<file path="src/rtl/bullet_controller_if.sv">
// Bullet controller bus: tank/fire/collision inputs and bullet state outputs.
interface bullet_controller_if;
  logic       frame_tick;
  logic       fire;
  logic [9:0] TankX;
  logic [9:0] TankY;
  logic [1:0] direction;
  logic       bullet_collision;
  logic       tank_hit;
  logic [9:0] BulletX;
  logic [9:0] BulletY;
  logic [9:0] Bullet_Size;
  logic       bullet_active;
  logic       hit_event;
  logic [7:0] shot_count;

  modport master (
    output frame_tick, fire, TankX, TankY, direction, bullet_collision, tank_hit,
    input  BulletX, BulletY, Bullet_Size, bullet_active, hit_event, shot_count
  );

  modport slave (
    input  frame_tick, fire, TankX, TankY, direction, bullet_collision, tank_hit,
    output BulletX, BulletY, Bullet_Size, bullet_active, hit_event, shot_count
  );
endinterface

</file>
<file path="src/rtl/bullet_controller.sv">
// Single-bullet controller: fire-edge capture, spawn at muzzle, per-frame
// motion, collision/out-of-bounds termination and post-shot cooldown.
module bullet_controller #(
  parameter int BULLET_SPEED    = 4,
  parameter int BULLET_SIZE     = 4,
  parameter int MUZZLE_OFFSET   = 12,
  parameter int COOLDOWN_FRAMES = 30,
  parameter int X_MAX           = 639,
  parameter int Y_MAX           = 479
) (
  input  logic Clk,
  input  logic Reset,
  bullet_controller_if.slave bus
);
  localparam int CW = 16;
  localparam logic signed [10:0] OFF  = 11'(MUZZLE_OFFSET);
  localparam logic signed [10:0] SPD  = 11'(BULLET_SPEED);
  localparam logic signed [10:0] XM   = 11'(X_MAX);
  localparam logic signed [10:0] YM   = 11'(Y_MAX);
  localparam logic [CW-1:0]      LOAD = CW'(COOLDOWN_FRAMES);

  typedef enum logic [1:0] {IDLE, ACTIVE, COOLDOWN} state_t;

  state_t        r_state;
  logic          r_fire_prev;
  logic          r_fire_req;
  logic [1:0]    r_dir;
  logic [9:0]    r_x, r_y;
  logic [CW-1:0] r_cnt;
  logic [7:0]    r_shots;
  logic          r_hit;
  logic          r_active;

  logic               w_fire_edge;
  logic signed [10:0] w_spawn_x, w_spawn_y;
  logic signed [10:0] w_next_x, w_next_y;
  logic               w_spawn_inb, w_next_inb;

  // Move a point by amt along a heading, in 11-bit signed so that stepping
  // past the 0 edge shows up as a negative coordinate.
  function automatic logic [21:0] offset_pt(input logic [9:0] x, input logic [9:0] y,
                                            input logic [1:0] d, input logic signed [10:0] amt);
    logic signed [10:0] sx, sy;
    sx = $signed({1'b0, x});
    sy = $signed({1'b0, y});
    case (d)
      2'b00:   sy = sy - amt;
      2'b01:   sx = sx + amt;
      2'b10:   sy = sy + amt;
      default: sx = sx - amt;
    endcase
    return {sx, sy};
  endfunction

  function automatic logic in_bounds(input logic signed [10:0] sx, input logic signed [10:0] sy);
    return (sx >= 11'sd0) && (sx <= XM) && (sy >= 11'sd0) && (sy <= YM);
  endfunction

  // Candidate spawn point from the tank and next step from the bullet.
  always_comb begin
    w_fire_edge = bus.fire & ~r_fire_prev;
    {w_spawn_x, w_spawn_y} = offset_pt(bus.TankX, bus.TankY, bus.direction, OFF);
    {w_next_x, w_next_y}   = offset_pt(r_x, r_y, r_dir, SPD);
    w_spawn_inb = in_bounds(w_spawn_x, w_spawn_y);
    w_next_inb  = in_bounds(w_next_x, w_next_y);
  end

  assign bus.BulletX       = r_x;
  assign bus.BulletY       = r_y;
  assign bus.Bullet_Size   = 10'(BULLET_SIZE);
  assign bus.bullet_active = r_active;
  assign bus.hit_event     = r_hit;
  assign bus.shot_count    = r_shots;

  // Bullet FSM; everything except fire capture and hit pulse waits for frame_tick.
  always_ff @(posedge Clk) begin
    if (Reset) begin
      r_state     <= IDLE;
      r_fire_prev <= 1'b0;
      r_fire_req  <= 1'b0;
      r_dir       <= 2'b00;
      r_x         <= '0;
      r_y         <= '0;
      r_cnt       <= '0;
      r_shots     <= '0;
      r_hit       <= 1'b0;
      r_active    <= 1'b0;
    end else begin
      r_fire_prev <= bus.fire;
      r_hit       <= 1'b0;
      if (bus.frame_tick) begin
        // A pending request is consumed or dropped at every tick, never queued.
        r_fire_req <= 1'b0;
        case (r_state)
          IDLE: begin
            if (r_fire_req) begin
              r_dir   <= bus.direction;
              r_shots <= r_shots + 8'd1;
              if (w_spawn_inb) begin
                r_state  <= ACTIVE;
                r_active <= 1'b1;
                r_x      <= w_spawn_x[9:0];
                r_y      <= w_spawn_y[9:0];
              end else begin
                r_state <= COOLDOWN;
                r_cnt   <= LOAD;
                r_x     <= '0;
                r_y     <= '0;
              end
            end
          end
          ACTIVE: begin
            if (bus.bullet_collision || bus.tank_hit) begin
              r_state  <= COOLDOWN;
              r_active <= 1'b0;
              r_cnt    <= LOAD;
              r_x      <= '0;
              r_y      <= '0;
              r_hit    <= 1'b1;
            end else if (w_next_inb) begin
              r_x <= w_next_x[9:0];
              r_y <= w_next_y[9:0];
            end else begin
              r_state  <= COOLDOWN;
              r_active <= 1'b0;
              r_cnt    <= LOAD;
              r_x      <= '0;
              r_y      <= '0;
            end
          end
          COOLDOWN: begin
            // A zero load also falls through here on the first tick.
            if (r_cnt <= CW'(1)) begin
              r_state <= IDLE;
              r_cnt   <= '0;
            end else begin
              r_cnt <= r_cnt - CW'(1);
            end
          end
          default: r_state <= IDLE;
        endcase
      end else if (w_fire_edge) begin
        r_fire_req <= 1'b1;
      end
    end
  end
endmodule

</file>
<file path="src/flat_wrapper.sv">
// flat-port wrapper written by rule: the top's interface ports become plain ports
module bullet_controller_flat 
#(
  parameter int BULLET_SPEED    = 4,
  parameter int BULLET_SIZE     = 4,
  parameter int MUZZLE_OFFSET   = 12,
  parameter int COOLDOWN_FRAMES = 30,
  parameter int X_MAX           = 639,
  parameter int Y_MAX           = 479
)
  (Clk, Reset, bus_frame_tick, bus_fire, bus_TankX, bus_TankY, bus_direction, bus_bullet_collision, bus_tank_hit, bus_BulletX, bus_BulletY, bus_Bullet_Size, bus_bullet_active, bus_hit_event, bus_shot_count);
  bullet_controller_if bus_i ();
  input  logic Clk;
  input  logic Reset;
  input wire logic [$bits(bus_i.frame_tick)-1:0] bus_frame_tick;
  input wire logic [$bits(bus_i.fire)-1:0] bus_fire;
  input wire logic [$bits(bus_i.TankX)-1:0] bus_TankX;
  input wire logic [$bits(bus_i.TankY)-1:0] bus_TankY;
  input wire logic [$bits(bus_i.direction)-1:0] bus_direction;
  input wire logic [$bits(bus_i.bullet_collision)-1:0] bus_bullet_collision;
  input wire logic [$bits(bus_i.tank_hit)-1:0] bus_tank_hit;
  output wire logic [$bits(bus_i.BulletX)-1:0] bus_BulletX;
  output wire logic [$bits(bus_i.BulletY)-1:0] bus_BulletY;
  output wire logic [$bits(bus_i.Bullet_Size)-1:0] bus_Bullet_Size;
  output wire logic [$bits(bus_i.bullet_active)-1:0] bus_bullet_active;
  output wire logic [$bits(bus_i.hit_event)-1:0] bus_hit_event;
  output wire logic [$bits(bus_i.shot_count)-1:0] bus_shot_count;
  assign bus_i.frame_tick = bus_frame_tick;
  assign bus_i.fire = bus_fire;
  assign bus_i.TankX = bus_TankX;
  assign bus_i.TankY = bus_TankY;
  assign bus_i.direction = bus_direction;
  assign bus_i.bullet_collision = bus_bullet_collision;
  assign bus_i.tank_hit = bus_tank_hit;
  assign bus_BulletX = bus_i.BulletX;
  assign bus_BulletY = bus_i.BulletY;
  assign bus_Bullet_Size = bus_i.Bullet_Size;
  assign bus_bullet_active = bus_i.bullet_active;
  assign bus_hit_event = bus_i.hit_event;
  assign bus_shot_count = bus_i.shot_count;
  bullet_controller #(.BULLET_SPEED(BULLET_SPEED), .BULLET_SIZE(BULLET_SIZE), .MUZZLE_OFFSET(MUZZLE_OFFSET), .COOLDOWN_FRAMES(COOLDOWN_FRAMES), .X_MAX(X_MAX), .Y_MAX(Y_MAX)) u_core (.Clk(Clk), .Reset(Reset), .bus(bus_i));
endmodule
</file>
<file path="config.mk">
export PLATFORM = sky130hd
export DESIGN_NAME = bullet_controller_flat
export DESIGN_NICKNAME = d
export VERILOG_FILES = /design/src/rtl/bullet_controller_if.sv /design/src/rtl/bullet_controller.sv /design/src/flat_wrapper.sv
export SDC_FILE = /design/constraint.sdc
export NUM_CORES = 1
export LEC_CHECK = 0
export ABC_AREA = 0
export BUFFER_PORTS_ARGS = -buffer_cell sky130_fd_sc_hd__clkbuf_2
export CELL_PAD_IN_SITES_DETAIL_PLACEMENT = 0
export CELL_PAD_IN_SITES_GLOBAL_PLACEMENT = 1
export CORE_ASPECT_RATIO = 0.6
export CORE_MARGIN = 2
export CORE_UTILIZATION = 44
export CTS_BUF_LIST = sky130_fd_sc_hd__clkbuf_8
export DETAILED_ROUTE_END_ITERATION = 8
export GPL_TIMING_DRIVEN = 0
export PLACE_DENSITY = 0.86
export SLEW_MARGIN = 20
export SYNTH_ARGS = -nofsm -noshare
export SYNTH_HDL_FRONTEND = slang
export SYNTH_SLANG_ARGS = --single-unit
</file>
<file path="constraint.sdc">
create_clock -name Clk -period 5.3 [get_ports Clk]
set_clock_uncertainty 0.15 [all_clocks]
set_input_delay 0.265 -clock Clk [delete_from_list [all_inputs] [get_ports Clk]]
set_output_delay 0.265 -clock Clk [all_outputs]
set_load 0.005 [all_outputs]
</file>
; ---- Word level (Yosys, flattened, before mapping)
; Index checks and enable logic that the tools add are counted.
[word_totals]
output_inout_bits = 40
reg_bits = 52
wordCells = 97
[op_classes]
n_bitwise = 4
eq_ne = 11
muxes = 32
reduce_logical = 21
magnitude_cmp = 9
add_sub_neg = 10
[ops]
columns = cell, n
row1 = 11-bit one-hot mux with 2 select lines, 4
row2 = 10-bit two-way mux, 8
row3 = 16-bit two-way mux, 5
row4 = 16-bit one-hot mux with 3 select lines, 1
row5 = "11-bit by 1-bit >= comparator with 1-bit output, second input constant", 4
row6 = 10-bit one-hot mux with 2 select lines, 2
row7 = "10-bit by 3-bit adder with 11-bit output, second input constant", 2
row8 = "10-bit by 4-bit adder with 11-bit output, second input constant", 2
row9 = "11-bit by 10-bit less-or-equal comparator with 1-bit output, second input constant", 2
row10 = "11-bit less-or-equal comparator, second input constant", 2
row11 = "10-bit by 3-bit subtractor with 11-bit output, second input constant", 2
row12 = "10-bit by 4-bit subtractor with 11-bit output, second input constant", 2
row13 = "16-bit by 1-bit less-or-equal comparator with 1-bit output, second input constant", 1
row14 = "16-bit by 1-bit subtractor with 16-bit output, second input constant", 1
row15 = 2-bit two-way mux, 5
row16 = 5-bit AND reduction, 2
row17 = "8-bit by 1-bit adder with 8-bit output, second input constant", 1
row18 = "2-bit by 1-bit == test with 1-bit output, second input constant", 3
row19 = "2-bit == test, second input constant", 3
row20 = 1-bit logical AND, 6
row21 = 2-bit logical NOT, 3
row22 = "2-bit by 1-bit inequality test with 1-bit output, second input constant", 3
row23 = 2-bit one-hot mux with 3 select lines, 1
row24 = 3-bit AND reduction, 2
row25 = other kinds (12), 20

; ---- Logic depth before layout (Yosys ltp)
[depth]
word_depth = 10
mapped_depth = 18
ltp_nobuf = 13

; ---- Worst setup path before layout
; No wires, ideal clock.
[synth_path]
path_type = register -> register
from = register u_core.r_dir[0]
to = register u_core.r_state[1]
synth_period_minus_slack_ns = 4.513
path_buffers = 6
stages_incl_launch_ff = 19
arrival_ns = 4.292
required_ns = 5.079
setup_time_ns = 0.071
path_slack_ns = 0.787
cell_sequence = dfxtp_1 > clkbuf_1 > clkbuf_1 > clkbuf_1 > clkbuf_1 > nand2b_1 > inv_1 > fa_1 > nor2b_1 > o311ai_1 > a21boi_0 > mux2i_1 > a21oi_1 > a2111oi_4 > nand2b_1 > buf_2 > buf_2 > o21ai_0 > a21oi_1
[synth_via]
elab_chain_cells = 9
elab_cells_between_ends = 15
cone_classes = 4 x order compare / 3 x eq/ne / 2 x mux / 6 x reduce/logical
[synth_lines]
columns = element, line
row1 = start: declaration, bullet_controller.sv:27  ; logic [1:0] r_dir;
row2 = start signal: assignment, bullet_controller.sv:97  ; r_dir <= bus.direction;
row3 = 2-bit == test or 2-bit logical NOT (tied branches), bullet_controller.sv:46  ; case (d)
row4 = 2-bit OR reduction (no source line), -
row5 = 11-bit one-hot mux with 2 select lines, bullet_controller.sv:46
row6 = 11-bit by 1-bit >= comparator with 1-bit output or 11-bit less-or-equal comparator (tied branches), bullet_controller.sv:56  ; return (sx >= 11'sd0) && (sx <= XM) && (sy >= 11'sd0) && (sy <= YM);
row7 = 1-bit logical AND (2 in a row), bullet_controller.sv:56
row8 = 1-bit logical AND (*), bullet_controller.sv:56
row9 = 3-bit inequality test (no source line) (*), -
row10 = 4-bit AND reduction (no source line) (*), -
row11 = end signal: assignment, bullet_controller.sv:78  ; r_state <= IDLE;
row12 = end signal: assignment, bullet_controller.sv:100  ; r_state <= ACTIVE;
row13 = end signal: assignment, bullet_controller.sv:105  ; r_state <= COOLDOWN;
row14 = end: declaration, bullet_controller.sv:24  ; state_t r_state;
; Mark *: on every way between the ends. The rest lies on a longest branch, timed or not.
; A chain may end at the register's enable or synchronous reset.

; ---- Worst setup path in the final report
; Same ends and word-level chain as after synthesis.

==> flow_summary.ini <==
[timing]
rsz0062_at_grt = no
max_freq_mhz = 207
finalCriticalPeriod_ps = 4830
slew_headroom = 0.471
finalMaxSlewViolations = 0
tightest_slew_ps = 788
setup_violations = 0
fin_ws_ps = 465
hold_viol = 0
finalCritPeriodShare = 0.912

[worst_setup_path]
r2r_slack_ps = 470
r2r_end = u_core.r_state[1]
crit_path_max_fanout = 19
r2r_cells = 16
setup.worst_path.start = u_core.r_dir[0]
cp.buffers_inverters = 5
path_delay_family = buffers and inverters
slowest_stage = dfxtp_1
cp_common_cell = buf_2
path_class = reg2reg
slowest_delay_ps = 600
cp.arrival_ps = 4940
reg2reg_from = u_core.r_dir[0]
crit_cells = 16
crit_required_ps = 5410
end_kind = flip-flop
setup.worst_path.end = u_core.r_state[1]
crit_chain = clkbuf_2 > buf_2 > nand2b_1 > inv_1 > fa_1 > nor2b_1 > o311ai_1 > a21boi_0 > mux2i_1 > a21oi_1 > a2111oi_4 > nand2b_1 > buf_2 > buf_2 > o21ai_0 > a21oi_1
cp-start-kind = flip-flop

[floorplan]
die_area_sq_um = 10800
io_pins = 68
fp.dieW_um = 133
start_util = 0.449
die_h_um = 81.3
rows = 28
core_sq_um = 9770

[power_and_ir_drop]
p_seq_frac = 0.424
clock_power_share = 0.254
powerDensity_nw_per_um2 = 195
pwr-share-comb = 0.322
p_sw_w = 0.000339
leakagePower_nw = 2.11
p_int_w = 0.000628
vdd_drop_max_uv = 116
p_sw_frac = 0.350

[cells_and_area]
layout.nets = 694
fill_cells = 981
antenna_cells = 0
layout-drive-gt1-share = 0.162
syn2layout_area_growth_pct = 13.3
stdcell_count = 769
stdcell_area_sq_um = 4970

[placement]
gp_congestion = 0.915
dp.cells = 760
port_buffers = 55
placed_area_sq_um = 4860
dp_hpwl_um = 9490
place_ws_ps = -589

[routing]
drtAntennaViolNets = 0
drc_errors = 0
vias = 4451
routed_wl_um = 12200
dr.pass1.iters = 6
detail_route.iter0.violations = 401
routedWlPerCell_um = 15.9
routed_via_density = 5.79

[clock_network]
path_clk_slew_ps = 100
cts_max_path_buffers = 2
cts.sinks = 52
htreeDepth = 2
cts_tree = built
cts_root_buffer = clkbuf_8
clk_latency_ps = 320
numCtsBuffers = 5
postCtsHoldBufs = 0

[synth]
synthArstFlopShare = 0
postSynthCellCount = 562
synth.distinct_cells = 71
yosysWarnings = 0
ys_seq_elements = 52
ys_dominant_reg_cell = dfxtp_1
syn_avg_cell_area_sq_um = 7.80
synth_edf_count = 0
yosysSeqAreaShare = 0.237
syn-cell-area_sq_um = 4390

[global_route]
grt_max_degree = 16
grt-ovfl-total = 0
grt_pass1_vias = 3884
antenna_found_initial = 0
grt_pass1_wl_um = 20000
grt.total_usage = 0.231

[min_path]
min_path_type = in2reg

[flow_run]
cap_violations = 0

[status]
status = complete, no violations
cells in the final DEF, fill, tap and decap left out, types with 4 or more instances in the layout:
cell type	netlist	final
nand3_1	9	9
nand2_1	42	42
dfxtp_1	52	52
clkbuf_8	0	6
clkbuf_2	0	56
and3_1	7	7
o211ai_1	6	6
nor3_1	11	11
nor4_1	4	4
a221oi_1	13	13
xor2_1	15	15
and4_1	4	4
o31ai_1	9	9
buf_2	3	4
nor2b_1	14	14
o21ai_0	40	40
mux2_2	7	7
inv_1	21	21
a31oi_1	9	9
o21a_1	7	7
a21oi_1	29	29
xnor2_1	15	15
buf_4	14	17
a211oi_1	9	9
a21o_1	10	10
o31a_1	4	4
nand4_1	6	6
nand2b_1	15	15
conb_1	2	10
clkbuf_1	20	16
mux2i_1	8	8
nor2_1	61	61
ha_1	30	30
worst min-delay path: stages:
cell,delay [ps]
clkbuf_2,80
nand3_1,60
a21oi_1,60
area by class of cell:
type / instances / area (sq um) / share of cell area
Timing Repair Buffer: 58 / 298 / 0.0599
Clock inverter: 2 / 10.0 / 0.00201
Sequential cell: 52 / 1040 / 0.209
Multi-Input combinational cell: 456 / 3090 / 0.621
Clock buffer: 6 / 82.6 / 0.0166
Inverter: 22 / 82.6 / 0.0166
Buffer: 38 / 201 / 0.0405
Tap cell: 135 / 169 / 0.0340
sequential cells by signal (all words and copies together), names as in the netlist, 2 cells and up:
| signal | count |
|---|---|
| u_core.bus.BulletY | 10 |
| u_core.r_state | 2 |
| u_core.r_dir | 2 |
| u_core.bus.shot_count | 8 |
| u_core.bus.BulletX | 10 |
| u_core.r_cnt | 16 |
synth_stat cells, drive strengths merged (8+ instances only):
cell / number / area (sq um)
clkbuf: 20 / 75.1
a221oi: 13 / 114
nand3: 9 / 45.0
a31oi: 9 / 56.3
nand2: 43 / 164
a211oi: 11 / 92.6
inv: 22 / 82.6
nor2b: 14 / 87.6
dfxtp: 52 / 1040
nand2b: 15 / 93.8
a21oi: 30 / 154
o21ai: 42 / 210
o31ai: 9 / 67.6
a21o: 10 / 75.1
buf: 20 / 131
xnor2: 15 / 131
xor2: 15 / 131
ha: 30 / 375
nor2: 61 / 229
mux2i: 8 / 80.1
nor3: 11 / 55.1
cell families (layout without fill, tap and decap cells):
kind of cell / after synthesis / count (layout) / synth area share
flops: 52 / 52 / 0.237
xor+xnor: 30 / 30 / 0.0599
mux: 15 / 15 / 0.0362
buf+inv: 62 / 126 / 0.0659
simple gates: 189 / 189 / 0.212
fa+ha+maj: 35 / 35 / 0.104
other cells: 2 / 10 / 0.00171
compound gates: 177 / 177 / 0.283
metrics by stage:
step                power [W]  utilization  setup TNS, ps  hold WS, ps
floorplan            0.000644            -              0          194
finish               0.000967        0.508              0         35.2
global route          0.00102        0.508              0         45.9
detailed placement   0.000723        0.497         -13070          300
CTS                  0.000962        0.509              0         34.6
global placement     0.000717        0.497         -10450          301
power by group through the flow:
stage / logic [W] / registers, W / clock network [W]
after detailed placement: 0.000304 / 0.000418 / 0
final: 0.000311 / 0.000410 / 0.000246
after global routing: 0.000345 / 0.000412 / 0.000267
after CTS: 0.000307 / 0.000409 / 0.000246
after floorplan: 0.000228 / 0.000416 / 0
after global placement: 0.000299 / 0.000418 / 0
worst min-delay path by stage:
stage                          start                     to  depth (start not counted)
2_1_floorplan         bus_frame_tick      u_core.r_fire_req                          1
3_3_place_gp         u_core.r_cnt[7]        u_core.r_cnt[7]                          2
3_5_place_dp   u_core.bus.BulletY[1]  u_core.bus.BulletY[1]                          2
4_1_cts                 bus_TankY[1]  u_core.bus.BulletY[1]                          3
5_1_grt                 bus_TankY[1]  u_core.bus.BulletY[1]                          3
6_report                bus_TankY[1]  u_core.bus.BulletY[1]                          3
what timing repair did:
action	in CTS	in global routing
buffers inserted	3	0
endpoints found under the hold margin	0	0
endpoints found under the setup margin	34	33
gates resized for setup	2	1
pin swaps	1	0
per-layer routing:
metal  vias up  wire length [um]  track usage
met5         -                 0            0
met4         0                73       0.0398
met1      2067              6600        0.368
met2       168              4620        0.318
met3        12               902       0.0400
li1       2204                 -            -
Note: power is estimated with default switching activity, not from simulation.
